$ cat src/rtl/fifo_wr_arbiter.sv
// fifo_wr_arbiter
// Round-robin arbiter that shares the single write port of a FIFO among
// N_REQ requesters. A grant is burst-locked: it is held until the granted
// requester's last beat is written, or until MAX_BURST beats have been
// written (MAX_BURST = 0 means release on last only). There is one idle
// cycle between consecutive bursts.
//
// Ports
//   wclk        write-side clock
//   rrst        asynchronous, active-high reset
//   req_valid   per-requester beat valid
//   req_data    requester i data at [i*WIDTH +: WIDTH]
//   req_last    final beat of the requester's packet
//   req_ready   beat accepted when req_valid[i] & req_ready[i]
//   grant       one-hot registered grant, all-zero when idle
//   busy        high while a burst is in progress
//   fifo_wdata  FIFO write data (0 when idle)
//   fifo_we     FIFO write enable
//   fifo_wfull  FIFO full flag
//
// state | meaning
// ------+----------------------------------------------
// IDLE  | no grant; pick next requester from rr_ptr
// XFER  | grant locked to one requester, beats flowing

module fifo_wr_arbiter #(
  parameter int N_REQ     = 4,
  parameter int WIDTH     = 8,
  parameter int MAX_BURST = 16
) (
  input  logic                   wclk,
  input  logic                   rrst,
  input  logic [N_REQ-1:0]       req_valid,
  input  logic [N_REQ*WIDTH-1:0] req_data,
  input  logic [N_REQ-1:0]       req_last,
  output logic [N_REQ-1:0]       req_ready,
  output logic [N_REQ-1:0]       grant,
  output logic                   busy,
  output logic [WIDTH-1:0]       fifo_wdata,
  output logic                   fifo_we,
  input  logic                   fifo_wfull
);

  localparam int IDXW = (N_REQ > 1) ? $clog2(N_REQ) : 1;
  localparam int BCW  = (MAX_BURST > 1) ? $clog2(MAX_BURST + 1) : 1;
  localparam logic [BCW-1:0] LIMIT_M1 = BCW'(MAX_BURST - 1);

  typedef enum logic {IDLE = 1'b0, XFER = 1'b1} state_t;

  state_t           state_q, state_d;
  logic [N_REQ-1:0] grant_q, grant_d;
  logic [IDXW-1:0]  gidx_q, gidx_d;
  logic [IDXW-1:0]  rr_ptr_q, rr_ptr_d;
  logic [BCW-1:0]   beat_cnt_q, beat_cnt_d;

  logic             pick_found;
  logic [IDXW-1:0]  pick_idx;
  logic [IDXW-1:0]  cand;
  logic             cur_valid;
  logic             cur_last;
  logic             accept;
  logic             limit_hit;
  logic             burst_end;

  // First valid requester scanning rr_ptr, rr_ptr+1, ... modulo N_REQ.
  always_comb begin
    pick_found = 1'b0;
    pick_idx   = '0;
    cand       = '0;
    for (int i = 0; i < N_REQ; i++) begin
      cand = IDXW'((int'(rr_ptr_q) + i) % N_REQ);
      if (!pick_found && req_valid[cand]) begin
        pick_found = 1'b1;
        pick_idx   = cand;
      end
    end
  end

  // grant_q is one-hot, so masking selects the granted requester's bits.
  assign cur_valid = |(req_valid & grant_q);
  assign cur_last  = |(req_last & grant_q);
  assign busy      = (state_q == XFER);
  assign accept    = busy & cur_valid & ~fifo_wfull;
  assign limit_hit = (MAX_BURST != 0) && (beat_cnt_q == LIMIT_M1);
  assign burst_end = accept & (cur_last | limit_hit);

  assign fifo_we   = accept;
  assign grant     = grant_q;
  assign req_ready = grant_q & {N_REQ{busy & ~fifo_wfull}};

  always_comb begin
    fifo_wdata = '0;
    for (int i = 0; i < N_REQ; i++) begin
      if (busy && gidx_q == IDXW'(i)) fifo_wdata = req_data[i*WIDTH +: WIDTH];
    end
  end

  always_comb begin
    state_d    = state_q;
    grant_d    = grant_q;
    gidx_d     = gidx_q;
    rr_ptr_d   = rr_ptr_q;
    beat_cnt_d = beat_cnt_q;
    case (state_q)
      IDLE: begin
        if (pick_found) begin
          state_d           = XFER;
          gidx_d            = pick_idx;
          grant_d           = '0;
          grant_d[pick_idx] = 1'b1;
          beat_cnt_d        = '0;
        end
      end
      XFER: begin
        if (accept) beat_cnt_d = beat_cnt_q + 1'b1;
        if (burst_end) begin
          state_d  = IDLE;
          grant_d  = '0;
          rr_ptr_d = (gidx_q == IDXW'(N_REQ - 1)) ? '0 : gidx_q + 1'b1;
        end
      end
      default: state_d = IDLE;
    endcase
  end

  always_ff @(posedge wclk or posedge rrst) begin
    if (rrst) begin
      state_q    <= IDLE;
      grant_q    <= '0;
      gidx_q     <= '0;
      rr_ptr_q   <= '0;
      beat_cnt_q <= '0;
    end else begin
      state_q    <= state_d;
      grant_q    <= grant_d;
      gidx_q     <= gidx_d;
      rr_ptr_q   <= rr_ptr_d;
      beat_cnt_q <= beat_cnt_d;
    end
  end

endmodule

$ cat config.mk
export PLATFORM = sky130hd
export DESIGN_NAME = fifo_wr_arbiter
export DESIGN_NICKNAME = d
export VERILOG_FILES = /design/src/rtl/fifo_wr_arbiter.sv
export SDC_FILE = /design/constraint.sdc
export NUM_CORES = 1
export LEC_CHECK = 0
export ABC_AREA = 1
export CORE_ASPECT_RATIO = 1.75
export CORE_UTILIZATION = 41
export CTS_CLUSTER_SIZE = 12
export DETAILED_ROUTE_END_ITERATION = 16
export PLACE_DENSITY = 0.84
export SLEW_MARGIN = 20
export SYNTH_ARGS = -nofsm -noshare
export SYNTH_HDL_FRONTEND = slang
export SYNTH_SLANG_ARGS = --single-unit
$ cat constraint.sdc
create_clock -name wclk -period 2.07 [get_ports wclk]
set_input_delay 0.621 -clock wclk [delete_from_list [all_inputs] [get_ports wclk]]
set_output_delay 0.621 -clock wclk [all_outputs]
set_load 0.005 [all_outputs]
== After elaboration in Yosys (flattened, before gate mapping) ==
Index checks and enable logic that the tools add are counted.
Cells by class
  $add $sub $neg: 5
  magnitude comparators: 6
  equality and inequality tests: 7
  muxes and demuxes: 32
  bitwise gates (word level): 10
  reductions and logical operators: 18
Operators by type and width (number)
  8-bit two-way mux: 4
  2-bit by 3-bit < comparator with 1-bit output (second input constant): 5
  4-bit bitwise AND: 3
  1-bit two-way mux: 11
  2-bit two-way mux: 5
  5-bit two-way mux: 2
  5-bit one-hot mux with 2 select lines: 1
  1-bit binary-select mux with 2-bit select: 4
  1-bit logical AND: 8
  4-bit two-way mux: 2
  4-bit one-hot mux with 2 select lines: 1
  2-bit AND reduction: 4
  4-bit OR reduction: 2
  5-bit by 1-bit adder with 5-bit output (second input constant): 1
  5-bit by 4-bit equality test with 1-bit output (second input constant): 1
  2-bit by 1-bit adder with 2-bit output (second input constant): 2
  2-bit adder (second input constant): 2
  1-bit bitwise AND: 4
  2-bit equality test (second input constant): 2
  2-bit by 1-bit != test with 1-bit output (second input constant): 2
  1-bit zero test: 3
  1-bit demux with 2-bit select: 1
  2-bit by 1-bit equality test with 1-bit output (second input constant): 1
  2-bit by 1-bit >= comparator with 1-bit output (second input constant): 1
  other kinds (5): 6
Storage, ports and cells
  register bits after elaboration: 14
  input port bits: 43
  output and inout port bits: 18
  word-level logic and storage cells: 83

== Longest topological paths before layout ==
Gate-level depths: netlist of run 1.
  depth in word-level cells: 18
  depth in mapped cells: 12
  mapped depth without buffers: 12

== Worst setup path before layout of run 1 ==
No wires, ideal clock.
  path type: reg2out
  start: register gidx_q[0]
  end: output fifo_wdata[1]
  arrival: 1.328 ns
  required time: 1.449 ns
  path slack: 0.121 ns
  cell stages (with the launch flop): 8
  path buffers: 1
  path through: dfrtp_1 > inv_1 > ha_1 > nand2_1 > clkbuf_1 > nand3_1 > o211ai_1 > nand2_1
On the way
  longest elaborated chain between the ends: 6
  elaborated cells on any way between the ends: 12
  those cells by class: 3 x eq/ne; 4 x mux; 5 x reduce/logical
Ends and longest elaborated chain
  from (decl): line 52  | logic [IDXW-1:0] gidx_q, gidx_d;
  from (signal assigned): line 136  | gidx_q <= gidx_d;
  2-bit zero test: line 94  | if (busy && gidx_q == IDXW'(i)) fifo_wdata = req_data[i*WIDTH +: WIDTH];
  1-bit logical AND: line 94
  8-bit two-way mux (3 in series): line 94
  8-bit two-way mux *: line 94
  to (decl): line 39  | output logic [WIDTH-1:0] fifo_wdata,
Every way passes the cells marked *; elsewhere a longest branch is shown, timed or not.

== Worst setup path after layout of run 1 ==
  start: register gidx_q[0]
  end: output fifo_wdata[3]
Same word-level chain as after synthesis.

==> results of run 1 <==
routing by layer:
layer	track usage [%]	vias to the layer above
li1	-	852
met3	3.76	15
met5	0	-
met2	50.3	31
met4	12.7	0
met1	27.8	761
report_power, final:
group / internal [mW] / leakage (nW) / switching, mW
Combinational: 1.16 / 0.997 / 1.30
Sequential: 0.379 / 0.177 / 0.114
Clock: 0.129 / 0.0216 / 0.0954
Total: 1.67 / 1.20 / 1.51
placed cells by master (no fill, tap or decap), drive strengths merged:
master | netlist | routed
dlymetal6s2s | 0 | 1
dfrtp | 14 | 14
xor2 | 1 | 1
o21ai | 6 | 6
nor3b | 2 | 2
buf | 3 | 44
o211ai | 8 | 8
inv | 25 | 25
clkdlybuf4s15 | 0 | 1
nand3 | 31 | 31
a21oi | 2 | 2
clkbuf | 1 | 3
nor2 | 17 | 17
nand4 | 1 | 1
dlygate4sd2 | 0 | 4
or2 | 1 | 1
ha | 6 | 6
clkdlybuf4s50 | 0 | 42
o21a | 1 | 1
nand2 | 85 | 85
o22ai | 3 | 3
kinds of logic (layout without fill, tap and decap cells):
| logic type | Yosys count | after routing | synth area share, % |
|---|---|---|---|
| compound gates | 20 | 20 | 9.67 |
| flops | 14 | 14 | 26.8 |
| buf+inv | 29 | 120 | 9.09 |
| xor+xnor | 1 | 1 | 0.670 |
| fa+ha+maj | 6 | 6 | 5.74 |
| simple gates | 137 | 137 | 48.0 |
timing repair:
item                       CTS  global route
setup buffers                9             3
hold endpoints to repair     0             0
hold buffers                 0             0
resized for setup           75            19
pin swaps                   14            11
setup endpoints to repair   13            13
cloned                       1             0
state kept, by name, indices dropped and copies added (netlist names):
name / count
beat_cnt_q: 5
grant: 4
gidx_q: 2
rr_ptr_q: 2
busy: 1
final cells by class:
type / count / area share (%)
inverter: 25 / 4.13
multi-input combinational: 164 / 40.8
sequential: 14 / 15.1
clock buffer: 3 / 1.77
timing repair buffer: 92 / 35.9
tap: 42 / 2.25
final timing paths:
kind	from	endpoint	slack [ns]	depth (start not counted)
worst max register to register	rr_ptr_q[0]$_DFFE_PP0P_	grant[1]$_DFFE_PP0P_	0.28	11
min in group asynchronous	rrst	gidx_q[1]$_DFFE_PP0P_	0.70	2
max in group asynchronous	rrst	busy$_DFF_PP0_	0.99	2
worst min register to register	beat_cnt_q[4]$_DFFE_PP0P_	beat_cnt_q[4]$_DFFE_PP0P_	0.53	2
worst max-delay path	gidx_q[0]$_DFFE_PP0P_	fifo_wdata[3]	-0.32	9
worst min-delay path	beat_cnt_q[4]$_DFFE_PP0P_	beat_cnt_q[4]$_DFFE_PP0P_	0.53	2
stage by stage:
step,setup WS (ns),cell area (um^2)
after floorplan,0.121,1310
after global placement,-0.546,2090
after detailed placement,-0.555,2090
after CTS,-0.234,2250
after global routing,-0.431,2330
final,-0.319,2330
tightest hold or removal path, delay by kind of cell, from the launching register on:
family          cells  cell delay (ns)
flops               1             0.32
buf+inv             1             0.05
compound gates      1             0.11
==> tab_implementation.tex, run 1 <==
\begin{tabular}{lr}
\hline
Metric & Value \\
\hline
\multicolumn{2}{l}{\textbf{Detailed routing}} \\
\quad Detailed-routed wire length on met3 & between 90 and 100 um \\
\quad Detailed-routing iteration count for the pre-antenna-repair pass & 4 \\
\quad Aggregate routed wire length & between 4000 and 5000 um \\
\quad 1st-iter DRT viols & 45 \\
\quad Met2 routed WL & approximately 2600 um \\
\quad Top routing layer used & met4 \\
\quad Number of design rule violations left after detail routing & 0 \\
\quad Vias & between 1,500 and 2,000 \\
\quad Routed wirelength normalized by instance count & between 10 and 15 um \\
\quad Routed via count divided by cell count & around 4.9 \\
\quad Met1 wire length & between 1500 and 2000 um \\
\quad Final antenna-violating net count & 0 \\
\multicolumn{2}{l}{\textbf{STA}} \\
\quad Minimum hold slack & about 0.53 ns \\
\quad Final setup viols & 8 \\
\quad Fmax & 419 MHz \\
\quad Period utilization & 115\% \\
\quad Setup TNS & -2.20 ns \\
\quad Final Worst Setup Slack & -0.319 ns \\
\quad Max Transition Viols Final & 0 \\
\quad Final worst clock skew & roughly 0.0018 ns \\
\quad Worst relative slew slack & about two thirds \\
\quad Final Hold Vio Count & 0 \\
\quad RSZ-0062 raised after global routing & true \\
\quad Clock period minus final worst setup slack & 2.39 ns \\
\quad Slew at the pin with the worst max-slew slack & approximately 0.52 ns \\
\multicolumn{2}{l}{\textbf{Critical path}} \\
\quad Maximum fanout count along the critical path & 7 \\
\quad Critical path arrival & 1.77 ns \\
\quad Largest stage delay on the critical path & roughly 0.43 ns \\
\quad Critical path endpoint category & output port \\
\quad Largest delay contributor family on the critical path & buffers and inverters \\
\quad CP Buf/Inv Count & 5 \\
\quad Crit path launch type & flop \\
\quad Ordered cell list for the critical path & inv\_2 -> buf\_6 -> ha\_4 -> nand2\_4 -> buf\_6 -> buf\_16 -> o211ai\_1 -> nand2\_1 -> buf\_2 \\
\quad Critical path's most frequent cell & buf\_6 \\
\quad CP Class & reg -> out \\
\quad Data required time of the critical path & between 1 and 1.5 ns \\
\quad Library cell contributing the largest single delay on the critical path & dfrtp\_1 \\
\multicolumn{2}{l}{\textbf{Yosys}} \\
\quad Number of warnings issued by yosys & 0 \\
\quad Largest area contributor in the netlist & dfrtp\_1 \\
\quad Post-synthesis instance area & around 0.0013 mm\^{}2 \\
\quad Top FF cell, synth & dfrtp\_1 \\
\quad Gate count after technology mapping & between 200 and 250 \\
\quad Most common cell in the synthesized netlist & nand2\_1 \\
\quad Fraction of registers with async set/reset & 100\% \\
\quad Top cells by instance count after synthesis & nand2\_1 (76), nand3\_1 (29), inv\_1 (22), nor2\_1 (15), dfrtp\_1 (14) \\
\quad Largest cells by area after synthesis & dfrtp\_1 (27\%), nand2\_1 (22\%), nand3\_1 (11\%) \\
\quad Unique cell type count in the Yosys netlist & 26 \\
\quad EDFF count, synth & 0 \\
\quad Area share of the largest cell type after synthesis & between 20\% and 30\% \\
\quad Seq/Total Area, Yosys & approximately 27\% \\
\quad Number of nets produced by synthesis & 256 \\
\quad Post-synthesis average cell area & $\sim$6.3 um\^{}2 \\
\quad Post-synthesis sequential element count & 14 \\
\multicolumn{2}{l}{\textbf{Global routing}} \\
\quad Maximum number of pins on one net before global-route repair & 15 \\
\quad Leftover overflow at the end of global routing & 0 \\
\quad Number of antenna violations at the first check in global routing & 0 \\
\quad Via count of the first global-routing pass & between 1,500 and 2,000 \\
\quad First-pass GRT wire length & between 6000 and 7000 um \\
\quad Total track usage & a little over a quarter \\
\multicolumn{2}{l}{\textbf{Status}} \\
\quad Run status & complete, but fails checks \\
\quad Violations in the final reports & setup timing \\
\multicolumn{2}{l}{\textbf{Power}} \\
\quad Pwr Density & between 1000 and 1500 mW/mm\^{}2 \\
\quad Max IR drop VDD & about 930 uV \\
\quad Final total power & about 3.2 mW \\
\quad Static leakage power & about 1.2 nW \\
\multicolumn{2}{l}{\textbf{Floorplan}} \\
\quad Width of the die & 44.7 um \\
\quad Area of the die & $\sim$0.0034 mm\^{}2 \\
\quad Num ports & roughly 60 \\
\quad Initial Util & $\sim$44\% \\
\quad Standard cell core area & 0.00296 mm\^{}2 \\
\quad Number of placement rows & 26 \\
\quad Die outline height & approximately 77 um \\
\multicolumn{2}{l}{\textbf{Clocking}} \\
\quad Number of clock sinks seen by CTS & 14 \\
\quad H-tree depth reported by CTS & 1 \\
\quad Insertion delay of the later-clocked pin in the worst-skew pair & approximately 0.25 ns \\
\quad Total CTS buffers & 3 \\
\quad Clock tree root buffer cell & clkbuf\_8 \\
\quad CTS tree & yes \\
\quad Clk pin slew, worst setup/hold paths & about 0.05 ns \\
\quad Clock Path Buffers & 2 \\
\multicolumn{2}{l}{\textbf{Placement}} \\
\quad HPWL after DPL & 3080 um \\
\quad Placed cell count & 324 \\
\quad Placer Congestion & approximately 0.9 \\
\quad \# port buffers & 60 \\
\multicolumn{2}{l}{\textbf{Cells and area}} \\
\quad Final non-filler cell total & 340 \\
\quad Net count reported at finish & $\sim$350 \\
\quad Ant diodes & 0 \\
\quad Combined area of the multi-input logic cells & about 950 um\^{}2 \\
\quad Register area & 352 um\^{}2 \\
\quad Filler cell count in the final layout & slightly below 200 \\
\quad Synthesis-to-layout area growth & 78.4\% \\
\quad Share of layout cells above drive strength 1 & 29.9\% \\
\quad Final design utilization & between 70 and 80\% \\
\multicolumn{2}{l}{\textbf{Hold path}} \\
\quad Worst Hold Class & reg -> reg \\
\multicolumn{2}{l}{\textbf{Job}} \\
\quad Max-cap check violation count & 0 \\
\hline
\end{tabular}
Power figures use the tool's default switching activity.
==> run 2: changes to the inputs <==
--- a/config.mk
+++ b/config.mk
@@ -6,11 +6,13 @@
 export NUM_CORES = 1
 export LEC_CHECK = 0
 export ABC_AREA = 1
+export CELL_PAD_IN_SITES_DETAIL_PLACEMENT = 0
+export CELL_PAD_IN_SITES_GLOBAL_PLACEMENT = 2
 export CORE_ASPECT_RATIO = 1.75
-export CORE_UTILIZATION = 41
+export CORE_UTILIZATION = 20
 export CTS_CLUSTER_SIZE = 12
 export DETAILED_ROUTE_END_ITERATION = 16
-export PLACE_DENSITY = 0.84
+export PLACE_DENSITY = 0.83
 export SLEW_MARGIN = 20
 export SYNTH_ARGS = -nofsm -noshare
 export SYNTH_HDL_FRONTEND = slang
==> tab_implementation.tex, run 2 (same netlist as run 1, synthesis figures left out) <==
\begin{tabular}{lr}
\hline
Metric & Value \\
\hline
\multicolumn{2}{l}{\textbf{Critical path}} \\
\quad Crit path from & gidx\_q[0]\$\_DFFE\_PP0P\_ \\
\quad CP Class & reg -> out \\
\quad Critical path endpoint category & output port \\
\quad Critical path arrival & between 1.5 and 2 ns \\
\quad Data required time of the critical path & roughly 1.5 ns \\
\quad Crit path launch type & flop \\
\quad Maximum fanout count along the critical path & 4 \\
\quad Worst reg2reg startpoint & rr\_ptr\_q[0]\$\_DFFE\_PP0P\_ \\
\multicolumn{2}{l}{\textbf{Clocking}} \\
\quad Hold-fix buffer count after cts & 0 \\
\quad Insertion delay of the later-clocked pin in the worst-skew pair & around 0.24 ns \\
\quad Number of clock sinks seen by CTS & 14 \\
\quad Clock Path Buffers & 2 \\
\quad Total CTS buffers & 3 \\
\quad H-tree depth reported by CTS & 1 \\
\quad CTS tree & yes \\
\quad Clk pin slew, worst setup/hold paths & around 0.06 ns \\
\quad Clock tree root buffer cell & clkbuf\_8 \\
\multicolumn{2}{l}{\textbf{Status}} \\
\quad Run status & complete, but fails checks \\
\quad Violations in the final reports & setup timing \\
\multicolumn{2}{l}{\textbf{Detailed routing}} \\
\quad Detailed-routing iteration count for the pre-antenna-repair pass & 4 \\
\quad Routed wirelength normalized by instance count & 11.7 um \\
\quad Vias & about 1,600 \\
\quad Routed via count divided by cell count & approximately 4.3 \\
\quad 1st-iter DRT viols & 59 \\
\quad Aggregate routed wire length & 4350 um \\
\quad Number of design rule violations left after detail routing & 0 \\
\quad Final antenna-violating net count & 0 \\
\multicolumn{2}{l}{\textbf{Cells and area}} \\
\quad Net count reported at finish & approximately 340 \\
\quad Most frequent standard cell in the layout excluding fill and tap cells & nand2\_1 \\
\quad Top library cells by usage in the layout, fill and taps aside & nand2\_1 (67), clkdlybuf4s50\_1 (42), nand3\_1 (22) \\
\quad Max FFs per register & 5 \\
\quad Reg with most FFs & beat\_cnt\_q \\
\quad Synthesis-to-layout area growth & 75.5\% \\
\quad Final design utilization & a little over a third \\
\quad Filler cell count in the final layout & 704 \\
\quad Ant diodes & 0 \\
\quad Share of layout cells above drive strength 1 & roughly 31\% \\
\multicolumn{2}{l}{\textbf{Hold path}} \\
\quad Worst Hold Class & reg -> reg \\
\quad Launch instance of the worst min-delay path & beat\_cnt\_q[4]\$\_DFFE\_PP0P\_ \\
\multicolumn{2}{l}{\textbf{Floorplan}} \\
\quad Area of the die & between 0.006 and 0.007 mm\^{}2 \\
\quad Width of the die & approximately 63 um \\
\quad Die outline height & 109 um \\
\quad Number of placement rows & 38 \\
\quad Standard cell core area & around 0.0063 mm\^{}2 \\
\quad Num ports & 61 \\
\quad Initial Util & a little over a fifth \\
\multicolumn{2}{l}{\textbf{Global routing}} \\
\quad Leftover overflow at the end of global routing & 0 \\
\quad Total track usage & about an eighth \\
\quad Maximum number of pins on one net before global-route repair & 15 \\
\quad First-pass GRT wire length & $\sim$7000 um \\
\quad Via count of the first global-routing pass & around 1,500 \\
\quad Number of antenna violations at the first check in global routing & 0 \\
\multicolumn{2}{l}{\textbf{STA}} \\
\quad RSZ-0062 raised after global routing & true \\
\quad Period utilization & 110\% \\
\quad Worst relative slew slack & 62.5\% \\
\quad Final Worst Setup Slack & -0.217 ns \\
\quad Final worst clock skew & $\sim$0.00091 ns \\
\quad Final Hold Vio Count & 0 \\
\quad Setup TNS & -1.61 ns \\
\quad Clock period minus final worst setup slack & around 2.3 ns \\
\quad Max Transition Viols Final & 0 \\
\quad Fmax & 437 MHz \\
\quad Slew at the pin with the worst max-slew slack & roughly 0.56 ns \\
\quad Minimum hold slack & 0.536 ns \\
\quad Final setup viols & 8 \\
\multicolumn{2}{l}{\textbf{Power}} \\
\quad Static leakage power & approximately 1.2 nW \\
\quad Pwr Density & 1300 mW/mm\^{}2 \\
\quad Max IR drop VDD & around 420 uV \\
\multicolumn{2}{l}{\textbf{Placement}} \\
\quad Placer Congestion & 0.737 \\
\quad HPWL after DPL & about 3500 um \\
\quad \# port buffers & 60 \\
\multicolumn{2}{l}{\textbf{Job}} \\
\quad Max-cap check violation count & 0 \\
\hline
\end{tabular}
## run 2: cell type report
type / instances / area (um^2) / area share (%)
clock buffers: 4 / 55.1 / 2.40
flip-flops and latches: 14 / 350 / 15.3
multi-input cells: 164 / 931 / 40.6
inverters: 25 / 96.3 / 4.20
repair buffers: 85 / 762 / 33.2
well taps: 80 / 100 / 4.36
## run 2: worst max-delay path, stage by stage, from the launching register on
cell	delay (ns)
dfrtp_1	0.39
inv_2	0.07
ha_4	0.14
nor3b_2	0.14
buf_4	0.15
buf_6	0.11
nand2_2	0.05
nand3_2	0.06
o211ai_1	0.11
nand2_1	0.08
buf_2	0.12
## run 2: what timing repair did
action,4_1_cts,5_1_grt
gates resized for setup,71,19
setup endpoints to repair,13,18
buffers inserted,6,0
pin swaps,13,5
## run 2: layer usage
layer | routed length (um) | global-route usage (%) | up-vias | part of all wire, %
met2 | 2460 | 24.4 | 20 | 57
met4 | 76 | 4.65 | 0 | 1.7
met5 | 0 | 0 | - | 0
met1 | 1750 | 14.2 | 723 | 40
li1 | - | - | 836 | -
met3 | 60 | 0.941 | 6 | 1.4
## run 2: path summary, 6_finish.rpt
kind,to,slack (ns),depth (start not counted)
max in group asynchronous,grant[3]$_DFFE_PP0P_,0.97,2
worst max register to register,grant[3]$_DFFE_PP0P_,0.35,10
min in group asynchronous,beat_cnt_q[3]$_DFFE_PP0P_,0.72,2
worst min-delay path,beat_cnt_q[4]$_DFFE_PP0P_,0.54,2
worst max-delay path,fifo_wdata[0],-0.22,10
worst min register to register,beat_cnt_q[4]$_DFFE_PP0P_,0.54,2
## run 2: report_power, final
| group | internal (mW) | switching [mW] | leakage (nW) |
|---|---|---|---|
| logic | 1.04 | 1.21 | 0.977 |
| clock network | 0.168 | 0.101 | 0.0288 |
| registers | 0.378 | 0.0972 | 0.177 |
## run 2: metrics by stage
step                setup WS, ns  instances  total power, mW  instance area (um^2)
CTS                       -0.242        372             2.97                  2230
global route              -0.341        372             3.32                  2290
global placement          -0.621        362             2.68                  2140
detailed placement        -0.612        362             2.68                  2140
floorplan                  0.121        207             1.67                  1310
finish                    -0.217        372             2.99                  2290
==> run 3: changes to the inputs <==
--- a/config.mk
+++ b/config.mk
@@ -5,11 +5,10 @@
 export SDC_FILE = /design/constraint.sdc
 export NUM_CORES = 1
 export LEC_CHECK = 0
-export ABC_AREA = 1
 export CELL_PAD_IN_SITES_DETAIL_PLACEMENT = 0
 export CELL_PAD_IN_SITES_GLOBAL_PLACEMENT = 2
 export CORE_ASPECT_RATIO = 1.75
-export CORE_UTILIZATION = 20
+export CORE_UTILIZATION = 21
 export CTS_CLUSTER_SIZE = 12
 export DETAILED_ROUTE_END_ITERATION = 16
 export PLACE_DENSITY = 0.83
==> tab_implementation.tex, run 3 <==
\begin{tabular}{lr}
\hline
Metric & Value \\
\hline
\multicolumn{2}{l}{\textbf{Status}} \\
\quad Run status & complete, but fails checks \\
\quad Violations in the final reports & DRC, setup timing \\
\multicolumn{2}{l}{\textbf{Yosys}} \\
\quad Parity-gate share of the synthesized area counting xor and xnor cells & 0\% \\
\quad Gate count after technology mapping & between 100 and 150 \\
\quad Largest cells by area after synthesis & dfrtp\_1 (31\%), nand2\_1 (9.2\%), mux2\_2 (7.9\%) \\
\quad Share of synthesized cell area in full adder, half adder and majority cells & approximately 6.6\% \\
\quad Synth Area in Compound Gates & around a quarter \\
\quad Post-synthesis instance area & $\sim$0.0011 mm\^{}2 \\
\quad Top cells by instance count after synthesis & nand2\_1 (28), dfrtp\_1 (14), o21ai\_0 (11), a22o\_1 (8), mux2\_2 (8) \\
\quad Number of nets produced by synthesis & roughly 180 \\
\quad Post-synthesis average cell area & between 8 and 9 um\^{}2 \\
\quad Fraction of registers with async set/reset & 100\% \\
\quad Top FF cell, synth & dfrtp\_1 \\
\quad Largest family of logic cells by synthesized area & compound AO/OA/AOI/OAI gates \\
\quad Seq/Total Area, Yosys & between 30\% and 40\% \\
\quad Area share of the largest cell type after synthesis & 30.7\% \\
\quad Number of warnings issued by yosys & 0 \\
\quad Largest area contributor in the netlist & dfrtp\_1 \\
\quad Post-synthesis share of cell area spent on and, or, nand and nor gates & 18.6\% \\
\quad Most common cell in the synthesized netlist & nand2\_1 \\
\quad Portion of netlist area occupied by mux cells & roughly 15\% \\
\quad Unique cell type count in the Yosys netlist & 33 \\
\quad Post-synthesis sequential element count & 14 \\
\quad EDFF count, synth & 0 \\
\multicolumn{2}{l}{\textbf{STA}} \\
\quad Clock period minus final worst setup slack & about 2.4 ns \\
\quad Final Hold Vio Count & 0 \\
\quad Final setup viols & 8 \\
\quad Fmax & between 400 and 500 MHz \\
\quad RSZ-0062 raised after global routing & true \\
\quad Worst relative slew slack & 63.1\% \\
\quad Final Worst Setup Slack & -0.319 ns \\
\quad Period utilization & 115\% \\
\quad Final worst clock skew & just under 0.008 ns \\
\quad Minimum hold slack & between 0.4 and 0.5 ns \\
\quad Max Transition Viols Final & 0 \\
\quad Slew at the pin with the worst max-slew slack & around 0.55 ns \\
\multicolumn{2}{l}{\textbf{Clocking}} \\
\quad Total CTS buffers & 3 \\
\quad Clk pin slew, worst setup/hold paths & around 0.050 ns \\
\quad Clock tree root buffer cell & clkbuf\_8 \\
\quad Clock Path Buffers & 2 \\
\quad Number of clock sinks seen by CTS & 14 \\
\quad Insertion delay of the later-clocked pin in the worst-skew pair & about 0.25 ns \\
\quad H-tree depth reported by CTS & 1 \\
\quad Hold-fix buffer count after cts & 0 \\
\quad CTS tree & yes \\
\multicolumn{2}{l}{\textbf{Detailed routing}} \\
\quad Aggregate routed wire length & roughly 3700 um \\
\quad Routed via count divided by cell count & 4.69 \\
\quad Routed wirelength normalized by instance count & between 10 and 15 um \\
\quad Vias & between 1,000 and 1,500 \\
\quad 1st-iter DRT viols & 28 \\
\quad Number of design rule violations left after detail routing & 7 \\
\quad Detailed-routing iteration count for the pre-antenna-repair pass & 10 \\
\quad Final antenna-violating net count & 0 \\
\multicolumn{2}{l}{\textbf{Power}} \\
\quad Max IR drop VDD & between 300 and 400 uV \\
\quad Final total power & roughly 0.69 mW \\
\quad Static leakage power & 0.981 nW \\
\quad Pwr Density & 332 mW/mm\^{}2 \\
\multicolumn{2}{l}{\textbf{Critical path}} \\
\quad Maximum fanout count along the critical path & 7 \\
\quad Largest stage delay on the critical path & 0.40 ns \\
\quad Ordered cell list for the critical path & buf\_6 -> ha\_4 -> buf\_6 -> nand2\_4 -> o21ai\_2 -> mux2\_4 -> a22o\_1 -> buf\_2 \\
\quad Data required time of the critical path & approximately 1.5 ns \\
\quad Critical path's most frequent cell & buf\_6 \\
\quad Critical path endpoint category & output port \\
\quad Critical path arrival & roughly 1.8 ns \\
\quad Crit path launch type & flop \\
\quad Cell count of the worst reg-to-reg path & 5 \\
\quad CP Class & reg -> out \\
\quad Library cell contributing the largest single delay on the critical path & dfrtp\_1 \\
\multicolumn{2}{l}{\textbf{Global routing}} \\
\quad First-pass GRT wire length & between 5000 and 6000 um \\
\quad Leftover overflow at the end of global routing & 0 \\
\quad Via count of the first global-routing pass & between 1,000 and 1,500 \\
\quad Number of antenna violations at the first check in global routing & 0 \\
\quad Maximum number of pins on one net before global-route repair & 15 \\
\quad Total track usage & between 10\% and 20\% \\
\multicolumn{2}{l}{\textbf{Floorplan}} \\
\quad Standard cell core area & around 0.0053 mm\^{}2 \\
\quad Die outline height & 99.6 um \\
\quad Num ports & 61 \\
\quad Number of placement rows & 35 \\
\quad Area of the die & around 0.0058 mm\^{}2 \\
\quad Initial Util & 21.7\% \\
\quad Width of the die & approximately 58 um \\
\multicolumn{2}{l}{\textbf{Cells and area}} \\
\quad Most frequent standard cell in the layout excluding fill and tap cells & clkdlybuf4s50\_1 \\
\quad Reg with most FFs & beat\_cnt\_q \\
\quad Synthesis-to-layout area growth & 82.8\% \\
\quad Filler cell count in the final layout & around 540 \\
\quad Max FFs per register & 5 \\
\quad Net count reported at finish & approximately 260 \\
\quad Top library cells by usage in the layout, fill and taps aside & clkdlybuf4s50\_1 (40), nand2\_1 (23), buf\_4 (19) \\
\quad Ant diodes & 0 \\
\quad Share of layout cells above drive strength 1 & between 30\% and 40\% \\
\quad Final design utilization & 39.7\% \\
\multicolumn{2}{l}{\textbf{Placement}} \\
\quad HPWL after DPL & about 2900 um \\
\quad Placer Congestion & about 0.8 \\
\quad \# port buffers & 60 \\
\multicolumn{2}{l}{\textbf{Job}} \\
\quad Max-cap check violation count & 0 \\
\multicolumn{2}{l}{\textbf{Hold path}} \\
\quad Worst Hold Class & reg -> reg \\
\quad Hold-critical path depth & 1 \\
\hline
\end{tabular}
[run 3: critical path, delay by kind of cell (launching register included)]
family	cells	cell delay (ns)
AND/OR/NAND/NOR	1	0.05
AO/OA/AOI/OAI	2	0.23
buffers and inverters	3	0.39
multiplexers	1	0.27
adder cells (fa/ha/maj)	1	0.18
flip-flops	1	0.40
[run 3: where the power goes]
part,internal (mW),switching (mW)
registers,0.274,0
logic,0.103,0.0496
clock network,0.169,0.0984
total,0.545,0.148
[run 3: what timing repair did]
action,4_1_cts,5_1_grt
pin swaps,8,2
gates resized for setup,99,5
setup buffers,5,0
setup endpoints to repair,13,8
hold endpoints to repair,0,0
[run 3: per-layer routing]
layer / routed length, um / GRT usage [%] / vias up
met3: 216 / 2.08 / 5
met2: 2100 / 27.0 / 43
met1: 1290 / 12.3 / 576
li1: - / - / 629
met5: 0 / 0 / -
met4: 42 / 3.85 / 0
[run 3: through the flow]
stage	setup WS (ns)	cells	setup TNS (ns)	cell area, um^2
final	-0.319	267	-2.39	2090
after floorplan	0.0540	129	0	1140
after detailed placement	-0.750	259	-9.91	1940
after global placement	-0.728	259	-9.93	1940
after CTS	-0.329	267	-2.48	2070
after global routing	-0.386	267	-2.99	2090
[run 3: cells by family after synthesis]
logic type,after synthesis
AND/OR/NAND/NOR,47
buffers and inverters,11
adder cells (fa/ha/maj),6
flip-flops,14
AO/OA/AOI/OAI,36
multiplexers,15
[run 3: final timing paths]
check	from	to	slack, ns
max reg2reg	beat_cnt_q[0]$_DFFE_PP0P_	rr_ptr_q[0]$_DFFE_PP0P_	0.41
max in group asynchronous	rrst	grant[1]$_DFFE_PP0P_	0.98
min reg2reg	beat_cnt_q[3]$_DFFE_PP0P_	beat_cnt_q[3]$_DFFE_PP0P_	0.49
min in group asynchronous	rrst	grant[3]$_DFFE_PP0P_	0.72
max	gidx_q[0]$_DFFE_PP0P_	fifo_wdata[0]	-0.32
min	beat_cnt_q[3]$_DFFE_PP0P_	beat_cnt_q[3]$_DFFE_PP0P_	0.49
[run 3: area by class of cell]
class	instances	area [um^2]	share of cell area, %
clock buffers	4	55.1	2.64
well taps	55	68.8	3.30
multi-input cells	104	866	41.5
inverters	6	22.5	1.08
repair buffers	84	726	34.8
flip-flops and latches	14	350	16.8
